**src/rtl/uart_pkg.sv**
```systemverilog
// Shared types and helpers for the 8N1 UART transmitter.
//   tx_state_e : frame state machine encoding
//   IDLE_LVL   : line level while no frame is being sent
//   calc_div   : clocks per bit, rounded to nearest
package uart_pkg;

  typedef enum logic [1:0] {
    IDLE  = 2'd0,
    START = 2'd1,
    DATA  = 2'd2,
    STOP  = 2'd3
  } tx_state_e;

  localparam logic IDLE_LVL = 1'b1;

  function automatic int calc_div(input int clk_hz, input int baud);
    return (clk_hz + baud / 2) / baud;
  endfunction

endpackage

```
**src/rtl/uart_tx_8n1_if.sv**
```systemverilog
// CPU-side bus of the UART transmitter: store strobe/data, overflow clear,
// serial pin and status.
//   master : CPU / store decode (drives write_en, write_data, overflow_clr)
//   slave  : transmitter (drives tx and all status)
interface uart_tx_8n1_if #(
  parameter int FIFO_DEPTH = 16
);
  localparam int CW = $clog2(FIFO_DEPTH) + 1;

  logic          write_en;
  logic [7:0]    write_data;
  logic          overflow_clr;
  logic          tx;
  logic          tx_busy;
  logic          fifo_empty;
  logic          fifo_full;
  logic [CW-1:0] fifo_count;
  logic          overflow;

  modport master (
    output write_en, write_data, overflow_clr,
    input  tx, tx_busy, fifo_empty, fifo_full, fifo_count, overflow
  );

  modport slave (
    input  write_en, write_data, overflow_clr,
    output tx, tx_busy, fifo_empty, fifo_full, fifo_count, overflow
  );
endinterface

```
**src/rtl/uart_tx_fifo.sv**
```systemverilog
// Byte FIFO between the CPU store path and the transmit state machine.
//   clk, reset    : clock, async active-high reset (discards contents)
//   i_push, i_din : write strobe and byte; ignored when full
//   i_pop         : consume head; ignored when empty
//   o_dout        : head byte (valid when !o_empty)
//   o_full, o_empty, o_count : occupancy status
module uart_tx_fifo #(
  parameter  int DEPTH = 16,
  localparam int AW    = $clog2(DEPTH)
) (
  input  logic        clk,
  input  logic        reset,
  input  logic        i_push,
  input  logic [7:0]  i_din,
  input  logic        i_pop,
  output logic [7:0]  o_dout,
  output logic        o_full,
  output logic        o_empty,
  output logic [AW:0] o_count
);

  logic [7:0]  r_mem [DEPTH];
  // Extra MSB on each pointer distinguishes full from empty.
  logic [AW:0] r_wptr, r_rptr;
  logic        w_push, w_pop;

  assign w_push = i_push & ~o_full;
  assign w_pop  = i_pop & ~o_empty;

  always_ff @(posedge clk or posedge reset) begin
    if (reset) begin
      r_wptr <= '0;
      r_rptr <= '0;
    end else begin
      if (w_push) r_wptr <= r_wptr + 1'b1;
      if (w_pop)  r_rptr <= r_rptr + 1'b1;
    end
  end

  always_ff @(posedge clk) begin
    if (w_push) r_mem[r_wptr[AW-1:0]] <= i_din;
  end

  assign o_count = r_wptr - r_rptr;
  assign o_empty = (r_wptr == r_rptr);
  assign o_full  = (o_count == (AW+1)'(DEPTH));
  assign o_dout  = r_mem[r_rptr[AW-1:0]];

endmodule

```
**src/rtl/uart_tx_8n1.sv**
```systemverilog
// 8N1 UART transmitter fed from CPU stores through a byte FIFO.
//   clk, reset : system clock, async active-high reset
//   bus        : uart_tx_8n1_if.slave (write_en/write_data/overflow_clr in;
//                tx, tx_busy, fifo_empty/full/count, overflow out)
// Each line bit is held DIV = round(CLK_HZ/BAUD) clocks; frames from a
// non-empty FIFO go out back to back.
module uart_tx_8n1
  import uart_pkg::*;
#(
  parameter int CLK_HZ     = 50000000,
  parameter int BAUD       = 115200,
  parameter int FIFO_DEPTH = 16
) (
  input  logic          clk,
  input  logic          reset,
  uart_tx_8n1_if.slave  bus
);

  localparam int DIV = calc_div(CLK_HZ, BAUD);
  localparam int BW  = (DIV < 2) ? 1 : $clog2(DIV);
  localparam int AW  = $clog2(FIFO_DEPTH);

  generate
    if (DIV < 2) begin : g_bad_div
      $error("uart_tx_8n1: CLK_HZ/BAUD gives fewer than 2 clocks per bit");
    end
    if (FIFO_DEPTH < 2 || (FIFO_DEPTH & (FIFO_DEPTH - 1)) != 0) begin : g_bad_depth
      $error("uart_tx_8n1: FIFO_DEPTH must be a power of two >= 2");
    end
  endgenerate

  tx_state_e     r_state, w_state_nxt;
  logic [BW-1:0] r_cnt, w_cnt_nxt;
  logic [7:0]    r_shift, w_shift_nxt;
  logic [2:0]    r_bit, w_bit_nxt;
  logic          r_tx, w_tx_nxt;
  logic          r_ovf;
  logic          w_tick, w_pop;
  logic [7:0]    w_head;
  logic          w_full, w_empty;
  logic [AW:0]   w_count;

  uart_tx_fifo #(.DEPTH(FIFO_DEPTH)) u_fifo (
    .clk     (clk),
    .reset   (reset),
    .i_push  (bus.write_en),
    .i_din   (bus.write_data),
    .i_pop   (w_pop),
    .o_dout  (w_head),
    .o_full  (w_full),
    .o_empty (w_empty),
    .o_count (w_count)
  );

  assign w_tick = (r_cnt == BW'(DIV - 1));

  always_comb begin
    w_state_nxt = r_state;
    w_tx_nxt    = r_tx;
    w_shift_nxt = r_shift;
    w_bit_nxt   = r_bit;
    w_pop       = 1'b0;
    case (r_state)
      IDLE: begin
        w_tx_nxt = IDLE_LVL;
        if (!w_empty) begin
          w_pop       = 1'b1;
          w_shift_nxt = w_head;
          w_tx_nxt    = 1'b0;
          w_state_nxt = START;
        end
      end
      START: begin
        if (w_tick) begin
          w_tx_nxt    = r_shift[0];
          w_bit_nxt   = 3'd0;
          w_state_nxt = DATA;
        end
      end
      DATA: begin
        if (w_tick) begin
          if (r_bit == 3'd7) begin
            w_tx_nxt    = 1'b1;
            w_state_nxt = STOP;
          end else begin
            // shift[0] is the bit on the line; shift[1] goes next.
            w_shift_nxt = r_shift >> 1;
            w_tx_nxt    = r_shift[1];
            w_bit_nxt   = r_bit + 3'd1;
          end
        end
      end
      STOP: begin
        if (w_tick) begin
          if (!w_empty) begin
            w_pop       = 1'b1;
            w_shift_nxt = w_head;
            w_tx_nxt    = 1'b0;
            w_state_nxt = START;
          end else begin
            w_state_nxt = IDLE;
          end
        end
      end
      default: w_state_nxt = IDLE;
    endcase
    // Restart bit timing on every state entry and at each bit boundary.
    if (r_state == IDLE || w_tick || w_state_nxt != r_state) w_cnt_nxt = '0;
    else                                                     w_cnt_nxt = r_cnt + 1'b1;
  end

  always_ff @(posedge clk or posedge reset) begin
    if (reset) begin
      r_state <= IDLE;
      r_cnt   <= '0;
      r_shift <= '0;
      r_bit   <= '0;
      r_tx    <= IDLE_LVL;
    end else begin
      r_state <= w_state_nxt;
      r_cnt   <= w_cnt_nxt;
      r_shift <= w_shift_nxt;
      r_bit   <= w_bit_nxt;
      r_tx    <= w_tx_nxt;
    end
  end

  // Fullness is taken before any same-cycle pop; a drop beats a clear.
  always_ff @(posedge clk or posedge reset) begin
    if (reset)                        r_ovf <= 1'b0;
    else if (bus.write_en && w_full)  r_ovf <= 1'b1;
    else if (bus.overflow_clr)        r_ovf <= 1'b0;
  end

  assign bus.tx         = r_tx;
  assign bus.tx_busy    = (r_state != IDLE);
  assign bus.fifo_empty = w_empty;
  assign bus.fifo_full  = w_full;
  assign bus.fifo_count = w_count;
  assign bus.overflow   = r_ovf;

endmodule

```
**src/flat_wrapper.sv**
```systemverilog
// flat-port wrapper written by rule: the top's interface ports become plain ports
module uart_tx_8n1_flat import uart_pkg::*;
#(
  parameter int CLK_HZ     = 50000000,
  parameter int BAUD       = 115200,
  parameter int FIFO_DEPTH = 16
)
  (clk, reset, bus_write_en, bus_write_data, bus_overflow_clr, bus_tx, bus_tx_busy, bus_fifo_empty, bus_fifo_full, bus_fifo_count, bus_overflow);
  uart_tx_8n1_if #(.FIFO_DEPTH(FIFO_DEPTH)) bus_i ();
  input  logic clk;
  input  logic reset;
  input wire logic [$bits(bus_i.write_en)-1:0] bus_write_en;
  input wire logic [$bits(bus_i.write_data)-1:0] bus_write_data;
  input wire logic [$bits(bus_i.overflow_clr)-1:0] bus_overflow_clr;
  output wire logic [$bits(bus_i.tx)-1:0] bus_tx;
  output wire logic [$bits(bus_i.tx_busy)-1:0] bus_tx_busy;
  output wire logic [$bits(bus_i.fifo_empty)-1:0] bus_fifo_empty;
  output wire logic [$bits(bus_i.fifo_full)-1:0] bus_fifo_full;
  output wire logic [$bits(bus_i.fifo_count)-1:0] bus_fifo_count;
  output wire logic [$bits(bus_i.overflow)-1:0] bus_overflow;
  assign bus_i.write_en = bus_write_en;
  assign bus_i.write_data = bus_write_data;
  assign bus_i.overflow_clr = bus_overflow_clr;
  assign bus_tx = bus_i.tx;
  assign bus_tx_busy = bus_i.tx_busy;
  assign bus_fifo_empty = bus_i.fifo_empty;
  assign bus_fifo_full = bus_i.fifo_full;
  assign bus_fifo_count = bus_i.fifo_count;
  assign bus_overflow = bus_i.overflow;
  uart_tx_8n1 #(.CLK_HZ(CLK_HZ), .BAUD(BAUD), .FIFO_DEPTH(FIFO_DEPTH)) u_core (.clk(clk), .reset(reset), .bus(bus_i));
endmodule
```
**config.mk**
```make
export PLATFORM = sky130hd
export DESIGN_NAME = uart_tx_8n1_flat
export DESIGN_NICKNAME = d
export VERILOG_FILES = /design/src/rtl/uart_pkg.sv /design/src/rtl/uart_tx_8n1_if.sv /design/src/rtl/uart_tx_fifo.sv /design/src/rtl/uart_tx_8n1.sv /design/src/flat_wrapper.sv
export SDC_FILE = /design/constraint.sdc
export NUM_CORES = 1
export LEC_CHECK = 0
export ABC_AREA = 1
export CAP_MARGIN = 20
export CELL_PAD_IN_SITES_DETAIL_PLACEMENT = 0
export CELL_PAD_IN_SITES_GLOBAL_PLACEMENT = 1
export CORE_ASPECT_RATIO = 1.4
export CORE_UTILIZATION = 54
export DETAILED_ROUTE_END_ITERATION = 8
export PLACE_DENSITY = 0.94
export SLEW_MARGIN = 20
export SYNTH_ARGS = -nofsm -noshare
export SYNTH_HDL_FRONTEND = slang
export SYNTH_HIERARCHICAL = 1
export SYNTH_SLANG_ARGS = --single-unit
```
**constraint.sdc**
```tcl
create_clock -name clk -period 6 [get_ports clk]
set_input_delay 1.2 -clock clk [delete_from_list [all_inputs] [get_ports clk]]
set_output_delay 1.2 -clock clk [all_outputs]
set_load 0.005 [all_outputs]
```
==> metrics.txt <==
Avg Inst Size Synth=11.1 um2; area delta synth->final=10.9%; synth unique cells=40; CTS resizes=0; NetSw=1.58 mW; drt wl/cell=18.3 um; Max-Cap Viols=0; WP buf/inv=3; Die Width=102 um; Hold WS=491 ps; RSZ-0062 raised after global routing=no; All-Layer GR Usage=23.6%; post-CTS setup buffer count=0; Pre-antenna DRT Iters=5; vias in the first global route=4931; clk_skew=10.9 ps; sw frac=38.7%; initial core utilization=55.9%; initial antenna violation count=0; clock-pin slew of the registers on the worst-case setup and hold paths=60 ps; largest net degree at the start of global routing=68; Tightest Hold Check Type=reg -> reg; period utilisation layout=73.3%; DR vias=5053; die area=0.0144 mm2; CTS tree=yes; Clock Root Buffer=clkbuf_16; pwr/cell area=489 mW/mm2; FMAX=227 MHz; I/O pin total=22; Util after Layout=62.0%; critical-path cell list=inv_1, ha_1, nand3b_1, nand2_1, nand2_1, nand2_1, nand3_4, inv_1, clkdlybuf4s50_1; Slew Limit Fails=0; Tot Pwr=4.08 mW; Worst-Skew Late Latency=420 ps; IO buf count=21; Syn Nets=706; Yosys reg bits=162; DRC=0; dominant synthesized flop cell=edfxtp_1; Synth async-reset ratio=21.0%; Min Clock Period, post-route=4400 ps; CP Capture Type=output port; Setup WS post-layout=1600 ps; worst-margin pin slew=1080 ps; Final TNS setup=0 ps; final setup vio count=0; placed instance area=0.00776 mm2; fin cells=885; Core ar.=0.0135 mm2; row count=50; Comb pwr share=38.4%; post-synthesis cell count=675; Power Internal=2.50 mW; cell family with the largest share of critical-path delay=buffers and inverters; initial drt markers=371; grt ovf=0; Max IR drop VDD=0.000470 V; static leakage power=3.10 nW; Die H=142 um; Critical Path Source Type=flip-flop; placed insts=853; number of synthesized flops with an enable pin=128; CP max stage cell=dfrtp_1; Hold Violations, Final=0; layout cell share with drive strength beyond 1=13.9%; Syn. warnings=6; # diodes=0; FF-to-FF setup slack=2560 ps; largest buffer count on any clock path=2; Sinks on Clock Net=162; placer congestion estimate=0.857; post-route ant nets=0; Routed WL=16200 um; HPWL after detailed placement=10600 um; Clock Power Share=25.6%; crit path DAT=3200 ps; vias per cell=5.71; Num CTS Buffers=17; Worst Path Class, Setup=reg -> out; Seq/Total Area, Yosys=62.5%; Crit path required time=4800 ps; nets=721; post-route design area=0.00834 mm2; relative slew slack=28.0%; first-pass GRT wire length=25000 um; status=complete, no violations; Top cell by count, worst path=nand2_1; Cell Area, Synth=0.00752 mm2; register share of total power=36.0%; H-tree depth=4; CP peak stage delay=770 ps; crit-path max FO=20; DP Worst Slack=2130 ps; CTS Hold Bufs=0
[kinds of logic after synthesis]
group,after synthesis,share of synthesized area [%]
AO/OA/AOI/OAI,128,10.2
multiplexers,1,0.133
XOR/XNOR,11,1.28
AND/OR/NAND/NOR,272,17.1
buffers and inverters,82,5.53
flip-flops,162,62.5
adder cells (fa/ha/maj),19,3.26
[cell usage after synthesis (8+ instances only)]
master / instances / area share [%]
nor2_2: 19 / 1.6
edfxtp_1: 128 / 51
o21ai_2: 10 / 1.2
nand3_1: 31 / 2.1
o22ai_1: 16 / 1.3
inv_1: 47 / 2.3
nand2_1: 90 / 4.5
nor2_1: 99 / 4.9
o211ai_1: 22 / 2.2
o21ai_0: 67 / 4.5
xor2_1: 9 / 1.0
ha_1: 18 / 3.0
dfrtp_1: 33 / 11
clkbuf_1: 8 / 0.40
[path summary, 6_finish.rpt]
check / startpoint / end / cells after the start
worst max-delay path: u_core/u_fifo/r_rptr[1]$_DFFE_PP0P_ / bus_fifo_full / 9
worst min-delay path: u_core/r_bit[1]$_DFFE_PP0P_ / u_core/r_bit[1]$_DFFE_PP0P_ / 2
worst max register to register: u_core/u_fifo/r_rptr[1]$_DFFE_PP0P_ / u_core/u_fifo/r_rptr[4]$_DFFE_PP0P_ / 10
worst min register to register: u_core/r_bit[1]$_DFFE_PP0P_ / u_core/r_bit[1]$_DFFE_PP0P_ / 2
max in group asynchronous: reset / u_core/r_bit[1]$_DFFE_PP0P_ / 2
min in group asynchronous: reset / u_core/u_fifo/r_wptr[3]$_DFFE_PP0P_ / 2
[sequential cells by signal (all words and copies together), names as in the netlist, 2 cells and up]
name	flops
u_core/u_fifo/r_mem	128
u_core/r_cnt	9
u_core/r_shift	8
u_core/u_fifo/r_rptr	5
u_core/u_fifo/r_wptr	5
u_core/r_bit	3
u_core/r_state	2
[layout by cell type, fill, tap and decap left out, types with 3 or more instances in the layout]
master	synthesis	routed
nand3_2	5	5
nand2_2	7	7
a21oi_1	5	5
nand3_1	31	31
clkbuf_16	0	17
nor2_1	99	99
nand4_1	3	3
nor2_2	19	19
o21ai_1	4	4
nor2_4	6	6
inv_2	7	7
clkdlybuf4s50_1	0	21
nand2_4	5	5
ha_1	18	18
inv_6	0	7
inv_1	47	47
xor2_1	9	9
clkinvlp_4	0	4
o21ai_2	10	10
o211ai_1	22	22
edfxtp_1	128	128
dfrtp_1	33	32
o22ai_1	16	16
nand2_1	90	90
o21ai_0	67	67
[cell type report]
class	count	area [um2]
Fill cell	1075	5110
Clock buffer	17	425
Multi-Input combinational cell	431	2410
Inverter	55	209
Clock inverter	15	145
Timing Repair Buffer	23	225
Sequential cell	162	4700
Tap cell	182	228
[routing by layer]
metal / share of wire, % / vias to the layer above / track usage, %
met4: 3.2 / 0 / 10.6
met1: 38 / 2485 / 27.8
met3: 4.9 / 38 / 4.83
met5: 0 / - / 0
li1: - / 2356 / -
met2: 54 / 174 / 41.1
[power by group through the flow]
stage          clock network, mW  registers, mW  logic, mW
6_report                    1.04           1.47       1.57
5_1_grt                     1.10           1.48       1.72
4_1_cts                     1.06           1.47       1.56
3_5_place_dp                   0           1.49       1.53
3_3_place_gp                   0           1.48       1.48
2_1_floorplan                  0           1.45       1.17
[worst reg2reg max path, stage by stage, from the launching register on]
cell     delay (ps)
dfrtp_1         770
inv_1           460
ha_1            420
nand2_1          70
nor2_1           40
nand2_1         150
inv_1           150
nor4_1          700
nand3_1         240
nor2_1          210
xor2_1          160
Power figures use the tool's default switching activity.
